`src/rtl/pipe_pkg.sv`:
```
// Shared definitions for generic pipeline stage registers: state encoding,
// occupancy width, and per-stage payload widths with their packed no-op values.
package pipe_pkg;

  typedef enum logic [1:0] {
    ST_EMPTY = 2'b00,
    ST_ONE   = 2'b01,
    ST_FULL  = 2'b10
  } pipe_state_e;

  localparam int OCC_W = 2;

  // Control field codes mirrored from define.v
  localparam logic [1:0] MEM_NO_RW        = 2'b00;
  localparam logic       REG_WEN_NO_W     = 1'b0;
  localparam logic [3:0] ALU_FUNC_ADD     = 4'b0000;
  localparam logic [1:0] WB_VALD_SEL_VALE = 2'b00;
  localparam logic       COMMIT_NONE      = 1'b0;

  localparam int DE_DATA_W = 128;
  localparam int EM_DATA_W = 96;
  localparam int MW_DATA_W = 72;

  localparam logic [DE_DATA_W-1:0] DE_NOP = {{(DE_DATA_W-10){1'b0}}, ALU_FUNC_ADD,
                                             MEM_NO_RW, REG_WEN_NO_W, WB_VALD_SEL_VALE,
                                             COMMIT_NONE};
  localparam logic [EM_DATA_W-1:0] EM_NOP = {{(EM_DATA_W-6){1'b0}}, MEM_NO_RW,
                                             REG_WEN_NO_W, WB_VALD_SEL_VALE, COMMIT_NONE};
  localparam logic [MW_DATA_W-1:0] MW_NOP = {{(MW_DATA_W-4){1'b0}}, REG_WEN_NO_W,
                                             WB_VALD_SEL_VALE, COMMIT_NONE};

  // The state encoding doubles as the entry count
  function automatic logic [OCC_W-1:0] occ_of(input pipe_state_e s);
    logic [OCC_W-1:0] occ;
    case (s)
      ST_ONE:  occ = 2'd1;
      ST_FULL: occ = 2'd2;
      default: occ = 2'd0;
    endcase
    return occ;
  endfunction

endpackage

```
`src/rtl/pipe_sat_cnt.sv`:
```
// Saturating event counter: increments on inc, sticks at all-ones, cleared only by reset.
module pipe_sat_cnt
  import pipe_pkg::*;
#(
  parameter int W = 32
) (
  input  logic         clk,
  input  logic         rst,
  input  logic         inc,
  output logic [W-1:0] cnt
);

  always_ff @(posedge clk or negedge rst) begin
    if (!rst) begin
      cnt <= '0;
    end else if (inc && (cnt != {W{1'b1}})) begin
      cnt <= cnt + 1'b1;
    end
  end

endmodule

```
`src/rtl/pipe_stage_skid.sv`:
```
// Generic pipeline stage register with valid/ready handshake, optional 2-entry skid,
// stall and flush-to-NOP. Define PIPE_STAGE_PERF_EN to add stall/flush perf counters.
module pipe_stage_skid
  import pipe_pkg::*;
#(
  parameter int                DATA_W  = 128,
  parameter logic [DATA_W-1:0] NOP_VAL = {DATA_W{1'b0}},
  parameter bit                SKID    = 1'b1
) (
  input  logic              clk,
  input  logic              rst,
  input  logic              up_i_valid,
  input  logic [DATA_W-1:0] up_i_data,
  output logic              up_o_ready,
  output logic              dn_o_valid,
  output logic [DATA_W-1:0] dn_o_data,
  input  logic              dn_i_ready,
  input  logic              ctrl_i_stall,
  input  logic              ctrl_i_flush,
  output logic [OCC_W-1:0]  stage_o_occ
`ifdef PIPE_STAGE_PERF_EN
  ,
  output logic [31:0]       perf_o_stall_cnt,
  output logic [15:0]       perf_o_flush_cnt
`endif
);

  pipe_state_e       state_q, state_d;
  logic [DATA_W-1:0] main_q, main_d;
  logic [DATA_W-1:0] skid_q;
  logic              up_fire, dn_fire;

  assign dn_o_valid  = (state_q != ST_EMPTY);
  assign dn_o_data   = main_q;
  assign stage_o_occ = occ_of(state_q);
  assign up_fire     = up_i_valid & up_o_ready;
  assign dn_fire     = dn_o_valid & dn_i_ready & ~ctrl_i_stall;

  // main_q always holds NOP_VAL when empty, so the output needs no valid gating
  always_comb begin
    state_d = state_q;
    main_d  = main_q;
    if (ctrl_i_flush) begin
      state_d = ST_EMPTY;
      main_d  = NOP_VAL;
    end else begin
      case (state_q)
        ST_EMPTY: begin
          if (up_fire) begin
            main_d  = up_i_data;
            state_d = ST_ONE;
          end
        end
        ST_ONE: begin
          if (up_fire && dn_fire) begin
            main_d = up_i_data;
          end else if (up_fire) begin
            state_d = ST_FULL;
          end else if (dn_fire) begin
            main_d  = NOP_VAL;
            state_d = ST_EMPTY;
          end
        end
        ST_FULL: begin
          if (dn_fire) begin
            main_d  = skid_q;
            state_d = ST_ONE;
          end
        end
        default: begin
          state_d = ST_EMPTY;
          main_d  = NOP_VAL;
        end
      endcase
    end
  end

  always_ff @(posedge clk or negedge rst) begin
    if (!rst) begin
      state_q <= ST_EMPTY;
      main_q  <= NOP_VAL;
    end else begin
      state_q <= state_d;
      main_q  <= main_d;
    end
  end

  generate
    if (SKID) begin : g_skid
      logic ready_q;

      // Ready is registered from next state so downstream ready never reaches upstream
      always_ff @(posedge clk or negedge rst) begin
        if (!rst) begin
          skid_q  <= NOP_VAL;
          ready_q <= 1'b1;
        end else begin
          ready_q <= (state_d != ST_FULL);
          if (ctrl_i_flush) begin
            skid_q <= NOP_VAL;
          end else if ((state_q == ST_ONE) && up_fire && !dn_fire) begin
            skid_q <= up_i_data;
          end else if ((state_q == ST_FULL) && dn_fire) begin
            skid_q <= NOP_VAL;
          end
        end
      end

      assign up_o_ready = ready_q;
    end else begin : g_noskid
      assign skid_q     = NOP_VAL;
      assign up_o_ready = ~dn_o_valid | (dn_i_ready & ~ctrl_i_stall);
    end
  endgenerate

`ifdef PIPE_STAGE_PERF_EN
  pipe_sat_cnt #(.W(32)) u_stall_cnt (
    .clk (clk),
    .rst (rst),
    .inc (dn_o_valid & ~dn_fire),
    .cnt (perf_o_stall_cnt)
  );

  pipe_sat_cnt #(.W(16)) u_flush_cnt (
    .clk (clk),
    .rst (rst),
    .inc (ctrl_i_flush),
    .cnt (perf_o_flush_cnt)
  );
`endif

endmodule
```
`config.mk`:
```
export PLATFORM = sky130hd
export DESIGN_NAME = pipe_stage_skid
export DESIGN_NICKNAME = d
export VERILOG_FILES = /design/src/rtl/pipe_pkg.sv /design/src/rtl/pipe_sat_cnt.sv /design/src/rtl/pipe_stage_skid.sv
export SDC_FILE = /design/constraint.sdc
export NUM_CORES = 1
export LEC_CHECK = 0
export CORE_AREA = 3 3 164 166
export DETAILED_ROUTE_END_ITERATION = 16
export DIE_AREA = 0 0 167 169
export PLACE_DENSITY = 0.8
export RECOVER_POWER = 100
export SKIP_CTS_REPAIR_TIMING = 1
export SYNTH_ARGS = -nofsm -noshare
export SYNTH_HDL_FRONTEND = slang
export SYNTH_SLANG_ARGS = --single-unit
```
`constraint.sdc`:
```
create_clock -name clk -period 1.93 [get_ports clk]
set_input_delay 0.386 -clock clk [delete_from_list [all_inputs] [get_ports clk]]
set_output_delay 0.386 -clock clk [all_outputs]
set_load 0.02 [all_outputs]
```
Word level (Yosys, flattened, before mapping)
Cells that the tools add are included.
{"block": "classes", "n_eq_ne": 7, "mux": 18, "bitwise": 4, "n_reduce_logical": 9}
{"op": "$mux W128", "count": 9}
{"op": "$pmux W128 S3", "count": 1}
{"op": "$mux W2", "count": 6}
{"op": "$ne A4 B4 Y1 const B", "count": 2}
{"op": "$ne A3 B3 Y1 const B", "count": 2}
{"op": "$pmux W2 S3", "count": 1}
{"op": "$logic_and A1 B1 Y1", "count": 4}
{"op": "$pmux W2 S2", "count": 1}
{"op": "$reduce_and A4 Y1", "count": 1}
{"op": "$and A1 B1 Y1", "count": 3}
{"op": "$reduce_bool A3 Y1", "count": 1}
{"op": "$eq A2 B1 Y1 const B", "count": 1}
{"op": "$eq A2 B2 Y1 const B", "count": 1}
{"op": "$logic_not A2 Y1", "count": 1}
{"op": "$ne A2 B2 Y1 const B", "count": 1}
{"op": "$reduce_bool A2 Y1", "count": 1}
{"op": "$logic_not A1 Y1", "count": 1}
{"op": "$not A1 Y1", "count": 1}
{"block": "totals", "reg_bits": 259, "inputBits": 134, "out_inout_bits": 132, "elab_cells": 42}

Depth between registers and ports, before layout
Gate-level depths: netlist of run 1.
{"block": "logic_depth", "depth_word": 9, "mapped_depth": 7, "depth_no_buf": 5}

Worst setup path after synthesis of run 1
No wires, ideal clock.
{"block": "synth_path", "kind": "register -> register", "start": "reg state_q[1]", "end": "reg main_q[63] (netlist: dn_o_data[63])", "setup_ps": 78, "t_arrival_ps": 1622, "t_required_ps": 1852, "path_slack_ps": 230, "stages_incl_launch_ff": 8, "path_buffers": 3, "synth_period_minus_slack_ps": 1700, "path_cell_list": "dfrtp_1 buf_2 nor2b_1 a221o_1 buf_2 buf_2 nand2_1 a21oi_1"}
{"block": "synth_via", "elab_chain_cells": 7, "word_cells_on_any_way": 15, "cone_classes": "eq/ne (6); mux (3); bitwise (2); reduce/logical (4)"}
{"item": "start, declared", "line": "pipe_stage_skid.sv:28", "source": "pipe_state_e state_q, state_d;"}
{"item": "start signal, assigned", "line": "pipe_stage_skid.sv:83", "source": "state_q <= state_d;"}
{"item": "$reduce_bool A2 Y1", "line": "pipe_stage_skid.sv:33", "source": "assign dn_o_valid = (state_q != ST_EMPTY);"}
{"item": "$and A1 B1 Y1 (2 in series)", "line": "pipe_stage_skid.sv:37", "source": "assign dn_fire = dn_o_valid & dn_i_ready & ~ctrl_i_stall;"}
{"item": "$logic_and A1 B1 Y1", "line": "pipe_stage_skid.sv:55", "source": "if (up_fire && dn_fire) begin"}
{"item": "$mux W128", "line": "pipe_stage_skid.sv:55"}
{"item": "$pmux W128 S3", "line": "pipe_stage_skid.sv:47", "source": "case (state_q)"}
{"item": "$mux W128", "line": "pipe_stage_skid.sv:43", "source": "if (ctrl_i_flush) begin"}
{"item": "end signal, assigned", "line": "pipe_stage_skid.sv:84", "source": "main_q <= main_d;"}
{"item": "end, declared", "line": "pipe_stage_skid.sv:29", "source": "logic [DATA_W-1:0] main_q, main_d;"}
Parallel ways exist; a longest one is shown, timed or not.
A chain may end at the register's enable or synchronous reset.

Worst setup path in the final report of run 1
{"block": "layout_path", "start": "reg state_q[0]", "end": "out stage_o_occ[1]"}
{"block": "layout_via", "elab_chain_cells": 2, "word_cells_on_any_way": 3, "cone_classes": "eq/ne (2); mux (1)"}
{"item": "$eq A2 B2 Y1 or $eq A2 B1 Y1 (tied branches)", "line": "pipe_pkg.sv:35", "source": "case (s)"}
{"item": "$pmux W2 S2 *", "line": "pipe_pkg.sv:35"}
{"item": "end, declared", "line": "pipe_stage_skid.sv:20", "source": "output logic [OCC_W-1:0] stage_o_occ"}
Mark *: on every way between the ends. The rest lies on a longest branch, timed or not.

==> results of run 1 <==
[metrics by stage]
step                power [mW]  TNS, ns  instance area, sq um  setup slack [ns]  hold WS (ns)
global route              15.3    -1.37                 17700           -0.0983         0.417
detailed placement        9.30   -64.27                 16500            -0.366         0.346
global placement          9.23   -59.38                 16500            -0.287         0.344
finish                    14.7        0                 17700            0.0180         0.399
CTS                       14.7    -2.19                 17500            -0.492        -0.229
floorplan                 7.71        0                 13300             0.230        0.0904
[layer usage]
| layer | vias up | GRT usage (%) |
|---|---|---|
| met1 | 6138 | 38.4 |
| li1 | 5395 | - |
| met2 | 689 | 44.2 |
| met5 | - | 0 |
| met3 | 106 | 5.25 |
| met4 | 0 | 10.3 |
[Yosys cell counts]
cell      number
dfrtp_1      258
inv_1        131
nand2_1      130
a21oi_1      129
a32o_1       128
mux2i_1      128
o32ai_1      128
o21ai_0      105
buf_2         79
clkbuf_1      74
o21ai_1       24
buf_4          2
nand4b_1       2
nor2_1         2
nor3_1         2
a211o_1        1
a211oi_1       1
a221o_1        1
and3b_1        1
and4bb_1       1
buf_1          1
clkbuf_2       1
dfstp_2        1
inv_2          1
nor2b_1        1
nor2b_2        1
nor3b_1        1
o21bai_1       1
or2_2          1
[final timing paths]
check | slack, ns | startpoint | to
hold / removal | 0.40 | ctrl_i_stall | state_q[0]
setup / recovery | 0.02 | state_q[0] | stage_o_occ[1]
hold reg to reg | 0.49 | skid_q[98] | skid_q[98]
max in group asynchronous | 0.16 | rst | up_o_ready
min in group asynchronous | 0.68 | rst | dn_o_data[17]
setup reg to reg | 0.02 | state_q[1] | dn_o_data[118]
[power by group]
part / total (mW) / switching (mW) / internal (mW)
logic: 3.37 / 1.93 / 1.44
clock network: 5.40 / 2.17 / 3.23
registers: 5.95 / 0.198 / 5.76
[registers in the layout (all words and copies together) (netlist names)]
register,flops
skid_q,128
dn_o_data,128
up_o_ready,1
state_q,2
[kinds of logic (layout without fill, tap and decap cells)]
logic type	Yosys count	after routing	share of synthesized area [%]
other	0	1	0
muxes	128	128	9.66
AOI/OAI and AO/OA	518	518	28.1
buffers and inverters	289	525	8.99
and+or+nand+nor	142	142	4.32
DFF	259	259	48.9
[area by class of cell]
cell class	count	area, sq um	area share (%)
Clock inverter	3	15.0	0.0846
Sequential cell	259	6490	36.6
Timing Repair Buffer	342	3760	21.2
Inverter	132	498	2.81
Clock buffer	48	927	5.23
Multi-Input combinational cell	788	5630	31.7
Antenna cell	1	2.50	0.0141
Tap cell	335	419	2.36
[critical path: cells and delay by family, from the launching register on]
kind,cells,cell delay [ns]
buf+inv,3,0.40
flops,1,0.53
simple gates,1,0.07
[cell usage in the layout (no fill, tap or decap), drive strengths merged, types with 2 or more instances in the layout]
cell             n
a21oi          129
a32o           128
buf             73
clkbuf          57
clkdlybuf4s50  198
clkinv           3
dfrtp          258
dlymetal6s2s    61
inv            132
mux2i          128
nand2          130
nand4b           2
nor2             2
nor2b            2
nor3             2
o21ai          129
o32ai          128
==> metrics.md, run 1 <==
| Metric | Value |
|---|---|
| Die area | 28200 sq um |
| Depth of the CTS H-tree | 1 |
| Cells after Synth | 1336 |
| Root buf cell | clkbuf_16 |
| Routability congestion estimate from global placement | 0.794 |
| Placed Cells | 1845 |
| Mapped Nets | 1470 |
| Fin crit period | 1.91 ns |
| CP max-delay cell | dfrtp_4 |
| CTS tree | yes |
| Synth Area per Inst | 9.92 sq um |
| Fmax | 523 MHz |
| Sequential element share of the synthesized area | 48.9% |
| Count of nets after finishing | 1685 |
| DRC viols | 0 |
| Final setup viols | 0 |
| Fin Clk Skew | 0.00909 ns |
| Fin. Hold Viols | 0 |
| Wirelength per Cell | 22.0 um |
| Total grt overflow | 0 |
| CTS clk-pin slew, worst paths | 0.06 ns |
| Die Span X | 167 um |
| Max-Cap Viols | 0 |
| IO buf count | 265 |
| CORE AREA | 25800 sq um |
| WL met3 | 3830 um |
| Clock sink count | 259 |
| Wl on met1 | 16800 um |
| Peak VDD IR | 0.000591 V |
| Slowest stage delay, CP | 0.53 ns |
| Initial DRC count | 1365 |
| First-pass GRT wire length | 65500 um |
| Outcome | completed |
| Post-synthesis cell area | 13300 sq um |
| Slew headroom | 13.1% |
| Std-Cell Rows | 59 |
| Hold Path Class | in -> reg |
| Met2 wire length | 19900 um |
| Clock Path Buffers | 3 |
| Crit-path cells | inv_2 > nand2_1 > inv_1 > clkbuf_2 |
| Ys Warns | 0 |
| Non-filler cells, final | 1908 |
| Initial antenna violation count | 1 |
| #FFs+latches synth | 259 |
| Number of global-route vias before repair | 12200 |
| Initial Util | 51.5% |
| Slew of the pin with the lowest slew margin | 1.30 ns |
| Static Leak | 8.37 nW |
| Reg2reg path depth | 5 |
| Dominant cell type by area after synthesis | dfrtp_1 |
| Crit-path max FO | 9 |
| Fillers | 1913 |
| Fin util | 68.9% |
| Via/cell ratio | 6.46 |
| DP HPWL | 25100 um |
| Post-route ant nets | 0 |
| RSZ-0062 raised after global routing | true |
| Io pins | 266 |
| WP data arrival | 1.53 ns |
| Total Wirelength | 42000 um |
| CP Data Required Time | 1.54 ns |
| Via count | 12300 |
| Min-Delay Path Depth | 5 |
| Fraction of layout cells with a size suffix above 1 | 8.97% |
| PwrDens | 830 nW/um^2 |
| CTS Buf Count | 28 |
| Highest metal used | met4 |
| Synth unique cells | 29 |
| All-layer global routing usage | 27.8% |
| Router iterations before antenna repair | 5 |
| Synth-to-layout area growth | 33.8% |
| Slew Viols, Final | 0 |
| Pin count of the biggest net entering global routing | 104 |
| Die Span Y | 169 um |
| Top cells by area, synth | dfrtp_1 (49%), a32o_1 (9.7%), mux2i_1 (9.7%) |
| CP endpoint kind | output port |
| Worst-Skew Late Latency | 0.53 ns |
| Fin crit share | 99.1% |
| Startpoint types | flip-flop |
| Crit path kind | reg -> out |
| Share of the synthesized area in the top cell type | 48.7% |
(Power assumes the default switching activity.)
==> inputs of run 2 (changes only) <==
Settings changed: MAX_ROUTING_LAYER from default to met4, PLACE_DENSITY 0.8 to 0.84.
==> metrics.md, run 2 (synthesis results as in run 1) <==
| Metric | Value |
|---|---|
| Outcome | finished with violations |
| Violated checks | negative setup slack |
| CP max-delay cell | dfrtp_4 |
| Root buf cell | clkbuf_16 |
| Initial Util | 51.5% |
| Depth of the CTS H-tree | 1 |
| Post-route ant nets | 0 |
| Fin Clk Skew | 0.0124 ns |
| Die Span X | 167 um |
| Clock sink count | 259 |
| Final setup viols | 9 |
| Count of nets after finishing | 1668 |
| Via count | 12200 |
| Slew headroom | 39.6% |
| CP endpoint kind | flip-flop |
| Worst-Skew Late Latency | 0.53 ns |
| CP startpoint | state_q[1] |
| Wirelength per Cell | 21.6 um |
| CORE AREA | 25800 sq um |
| Slew Viols, Final | 0 |
| Pin count of the biggest net entering global routing | 129 |
| CTS clk-pin slew, worst paths | 0.06 ns |
| Crit Reg-Reg Endpoint | dn_o_data[66] |
| Fin crit period | 1.96 ns |
| Router iterations before antenna repair | 5 |
| Initial antenna violation count | 3 |
| Fin util | 67.9% |
| Fmax | 509 MHz |
| Commonest non-fill, non-tap cell in the layout | dfrtp_1 |
| CP Depth | 6 |
| All-layer global routing usage | 27.0% |
| DRC viols | 0 |
| Via/cell ratio | 6.44 |
| DP HPWL | 24200 um |
| Crit-path cells | buf_6 > and4bb_2 > a221o_4 > buf_12 > nand2_1 > a21oi_1 |
| Worst Setup EP | dn_o_data[66] |
| CP Data Required Time | 2.29 ns |
| Initial DRC count | 1179 |
| Total Wirelength | 40700 um |
| Fin. Hold Viols | 0 |
| Peak VDD IR | 0.000596 V |
| Crit-path max FO | 35 |
| Fraction of layout cells with a size suffix above 1 | 8.25% |
| CTS Buf Count | 27 |
| Number of global-route vias before repair | 11500 |
| IO buf count | 265 |
| TNS Setup | -0.0825 ns |
| Synth-to-layout area growth | 32.0% |
| Io pins | 266 |
| Pwr Total | 14.6 mW |
| Commonest non-fill, non-tap cells in the layout | dfrtp_1 (256), clkdlybuf4s50_1 (215), inv_1 (130) |
| PwrDens | 834 nW/um^2 |
| Reg2reg path depth | 6 |
| Hold Path Class | in -> reg |
| Die area | 28200 sq um |
| First-pass GRT wire length | 61800 um |
| Total grt overflow | 0 |
| Routability congestion estimate from global placement | 0.832 |
| Reg2reg start | state_q[1] |
| Static Leak | 7.97 nW |
| Startpoint types | flip-flop |
| RSZ-0062 raised after global routing | true |
| Crit path kind | reg -> reg |
| Max-Cap Viols | 0 |
| Die Span Y | 169 um |
| Crit-path leading delay family | compound AO/OA/AOI/OAI gates |
| Std-Cell Rows | 59 |
| Clock Path Buffers | 3 |
| WP data arrival | 2.33 ns |
| R2R setup slack | -0.03 ns |
| Slowest stage delay, CP | 0.52 ns |
| Critical path buffer and inverter count | 2 |
| Slew of the pin with the lowest slew margin | 0.906 ns |
| Fin crit share | 102% |
| Worst Slack Setup Final | -0.0339 ns |
| CTS tree | yes |
## run 2: where the power goes
part	internal (mW)	leakage [nW]	switching (mW)	total, mW
combinational	1.40	3.99	1.92	3.31
clock	3.22	0.444	2.11	5.33
sequential	5.76	3.54	0.193	5.95
total	10.4	7.97	4.22	14.6
## run 2: per-layer routing
metal	up-vias	track usage [%]	routed length (um)
li1	5355	-	-
met1	6076	35.8	16200
met2	622	41.7	19400
met3	108	5.53	3660
met4	0	9.65	1450
met5	-	-	0
## run 2: worst min-delay path by stage
stage	startpoint	endpoint	slack [ns]	cells past startpoint
CTS	rst	skid_q[122]	-0.30	1
global placement	rst	dn_o_data[1]	0.26	1
global route	ctrl_i_stall	state_q[0]	0.30	4
detailed placement	rst	dn_o_data[1]	0.26	1
finish	ctrl_i_stall	state_q[0]	0.28	4
floorplan	rst	dn_o_data[0]	0.09	0
## run 2: cell type report
cell class	count	area, sq um
sequential	259	6490
fill	1875	8270
multi-input combinational	788	5650
clock buffer	40	795
timing repair buffer	326	3540
antenna	3	7.51
tap	335	419
clock inverter	6	105
inverter	132	498
## run 2: stage by stage
step	hold slack [ns]	std cells	area, sq um	setup WS, ns
after CTS	-0.297	1872	17200	-0.495
after global placement	0.258	1826	16300	-0.275
after global routing	0.301	1889	17500	-0.0913
final	0.279	1889	17500	-0.0339
after detailed placement	0.265	1826	16300	-0.325
after floorplan	0.0904	1336	13300	0.230
## run 2: tightest hold or removal path, stage by stage
cell and delay, ns:
buf_4 0.12, nor2b_2 0.09, o21ai_0 0.09, a21oi_1 0.08
==> inputs of run 3 (changes only) <==
Settings changed: CORE_AREA 3 3 164 166 to 3 3 150 181, DIE_AREA 0 0 167 169 to 0 0 153 184, GPL_TIMING_DRIVEN from default to 0.
==> metrics.md, run 3 (synthesis results as in run 1) <==
| Metric | Value |
|---|---|
| Slew headroom | 40.7% |
| Slew Viols, Final | 0 |
| All-layer global routing usage | 28.2% |
| RSZ-0062 raised after global routing | true |
| Via count | 12500 |
| Commonest non-fill, non-tap cell in the layout | dfrtp_1 |
| WL met3 | 2920 um |
| Outcome | finished with violations |
| Synth-to-layout area growth | 31.8% |
| Total grt overflow | 0 |
| Fillers | 1940 |
| Clock sink count | 259 |
| Final setup viols | 38 |
| DRC viols | 0 |
| Highest metal used | met4 |
| Total Wirelength | 41500 um |
| Fin. Hold Viols | 0 |
| Hold Path Class | in -> reg |
| Wl on met1 | 16200 um |
| Die Span Y | 184 um |
| Fin crit period | 2.07 ns |
| CP Data Required Time | 1.54 ns |
| Die area | 28200 sq um |
| Commonest non-fill, non-tap cells in the layout | dfrtp_1 (258), clkdlybuf4s50_1 (214), inv_1 (130) |
| CTS clk-pin slew, worst paths | 0.06 ns |
| Wirelength per Cell | 20.7 um |
| IO buf count | 264 |
| Hold Crit Start | ctrl_i_flush |
| Pin count of the biggest net entering global routing | 117 |
| Number of global-route vias before repair | 12300 |
| Startpoint types | flip-flop |
| Initial DRC count | 849 |
| Crit-path max FO | 10 |
| First-pass GRT wire length | 63600 um |
| PwrDens | 812 nW/um^2 |
| Static Leak | 7.40 nW |
| Peak VDD IR | 0.000612 V |
| CP startpoint | state_q[0] |
| Post-route ant nets | 0 |
| Die Span X | 153 um |
| Routability congestion estimate from global placement | 0.864 |
| CTS Buf Count | 27 |
| Max-Cap Viols | 0 |
| Worst hold slack | 0.393 ns |
| Initial antenna violation count | 5 |
| WP data arrival | 1.69 ns |
| DP HPWL | 28100 um |
| Pwr Total | 14.2 mW |
| Worst Slack Setup Final | -0.142 ns |
| Fin Clk Skew | 0.00817 ns |
| Crit path kind | reg -> out |
| Via/cell ratio | 6.25 |
| Worst-Skew Late Latency | 0.53 ns |
| Depth of the CTS H-tree | 1 |
| CP endpoint kind | output port |
| Clock Path Buffers | 3 |
| Root buf cell | clkbuf_16 |
| Fin crit share | 107% |
| Initial Util | 51.9% |
| Reg2reg start | state_q[1] |
| Io pins | 266 |
| Std-Cell Rows | 64 |
| Count of nets after finishing | 1783 |
| Fraction of layout cells with a size suffix above 1 | 12.5% |
| CORE AREA | 25500 sq um |
| CTS tree | yes |
| Slew of the pin with the lowest slew margin | 0.890 ns |
| Violated checks | negative setup slack |
| Fmax | 483 MHz |
| Met2 wire length | 20500 um |
| Router iterations before antenna repair | 5 |
run 3: cell types whose count changed in the layout (fill, tap and decap cells not counted), moves of 5 or more:
cell            change
buf_12             -13
nand2_2             -9
o32ai_1            -34
nand2_1             +8
clkbuf_1          +101
dlymetal6s2s_1     -44
clkinv_2            +5
clkbuf_4            +9
o32ai_2            +34
buf_2              +55
clkbuf_2           +17
clkbuf_8            -6
run 3: worst max-delay path, cell delays in order, from the launching register on:
cell and delay [ns]:
dfrtp_1 0.38, buf_6 0.14, buf_12 0.13, buf_8 0.13, or2_4 0.25, buf_6 0.13
run 3: worst paths after layout:
| kind | to | cells after the start | slack, ns |
|---|---|---|---|
| max | dn_o_valid | 5 | -0.14 |
| min | up_o_ready | 2 | 0.39 |
| max reg2reg | skid_q[118] | 7 | -0.06 |
| min reg2reg | skid_q[49] | 1 | 0.49 |
| max in group asynchronous | dn_o_data[68] | 3 | 0.34 |
| min in group asynchronous | dn_o_data[18] | 2 | 0.48 |
run 3: per-stage QoR:
step / utilization (%) / area, sq um / setup slack [ns] / cells / TNS, ns
2_1_floorplan: - / 13300 / 0.230 / 1336 / 0
3_3_place_gp: 63.9 / 16300 / -10.41 / 1930 / -2785.36
3_5_place_dp: 64.1 / 16400 / -0.787 / 1932 / -107.18
4_1_cts: 67.3 / 17200 / -1.37 / 1980 / -13.03
5_1_grt: 68.4 / 17500 / -0.171 / 2003 / -6.78
6_report: 68.4 / 17500 / -0.142 / 2003 / -1.35
run 3: area by class of cell:
type	instances	area [sq um]	share of cell area, %
inverters	132	495	2.84
plain buffers	157	852	4.88
well taps	330	413	2.36
clock buffers	37	733	4.20
repair buffers	284	2530	14.5
clock inverters	11	87.6	0.501
flip-flops and latches	259	6480	37.1
multi-input cells	788	5860	33.6
diodes	5	12.5	0.0716
run 3: power by group:
| part | internal [mW] | total [mW] | switching [mW] |
|---|---|---|---|
| sequential | 5.75 | 5.95 | 0.197 |
| clock | 2.79 | 4.96 | 2.18 |
| combinational | 1.33 | 3.27 | 1.94 |
| total | 9.87 | 14.2 | 4.31 |
run 3: per-layer routing:
metal	vias to the layer above	GRT usage, %
met5	-	-
met4	0	12.5
met3	121	5.11
met2	564	45.7
met1	6226	34.9
li1	5608	-
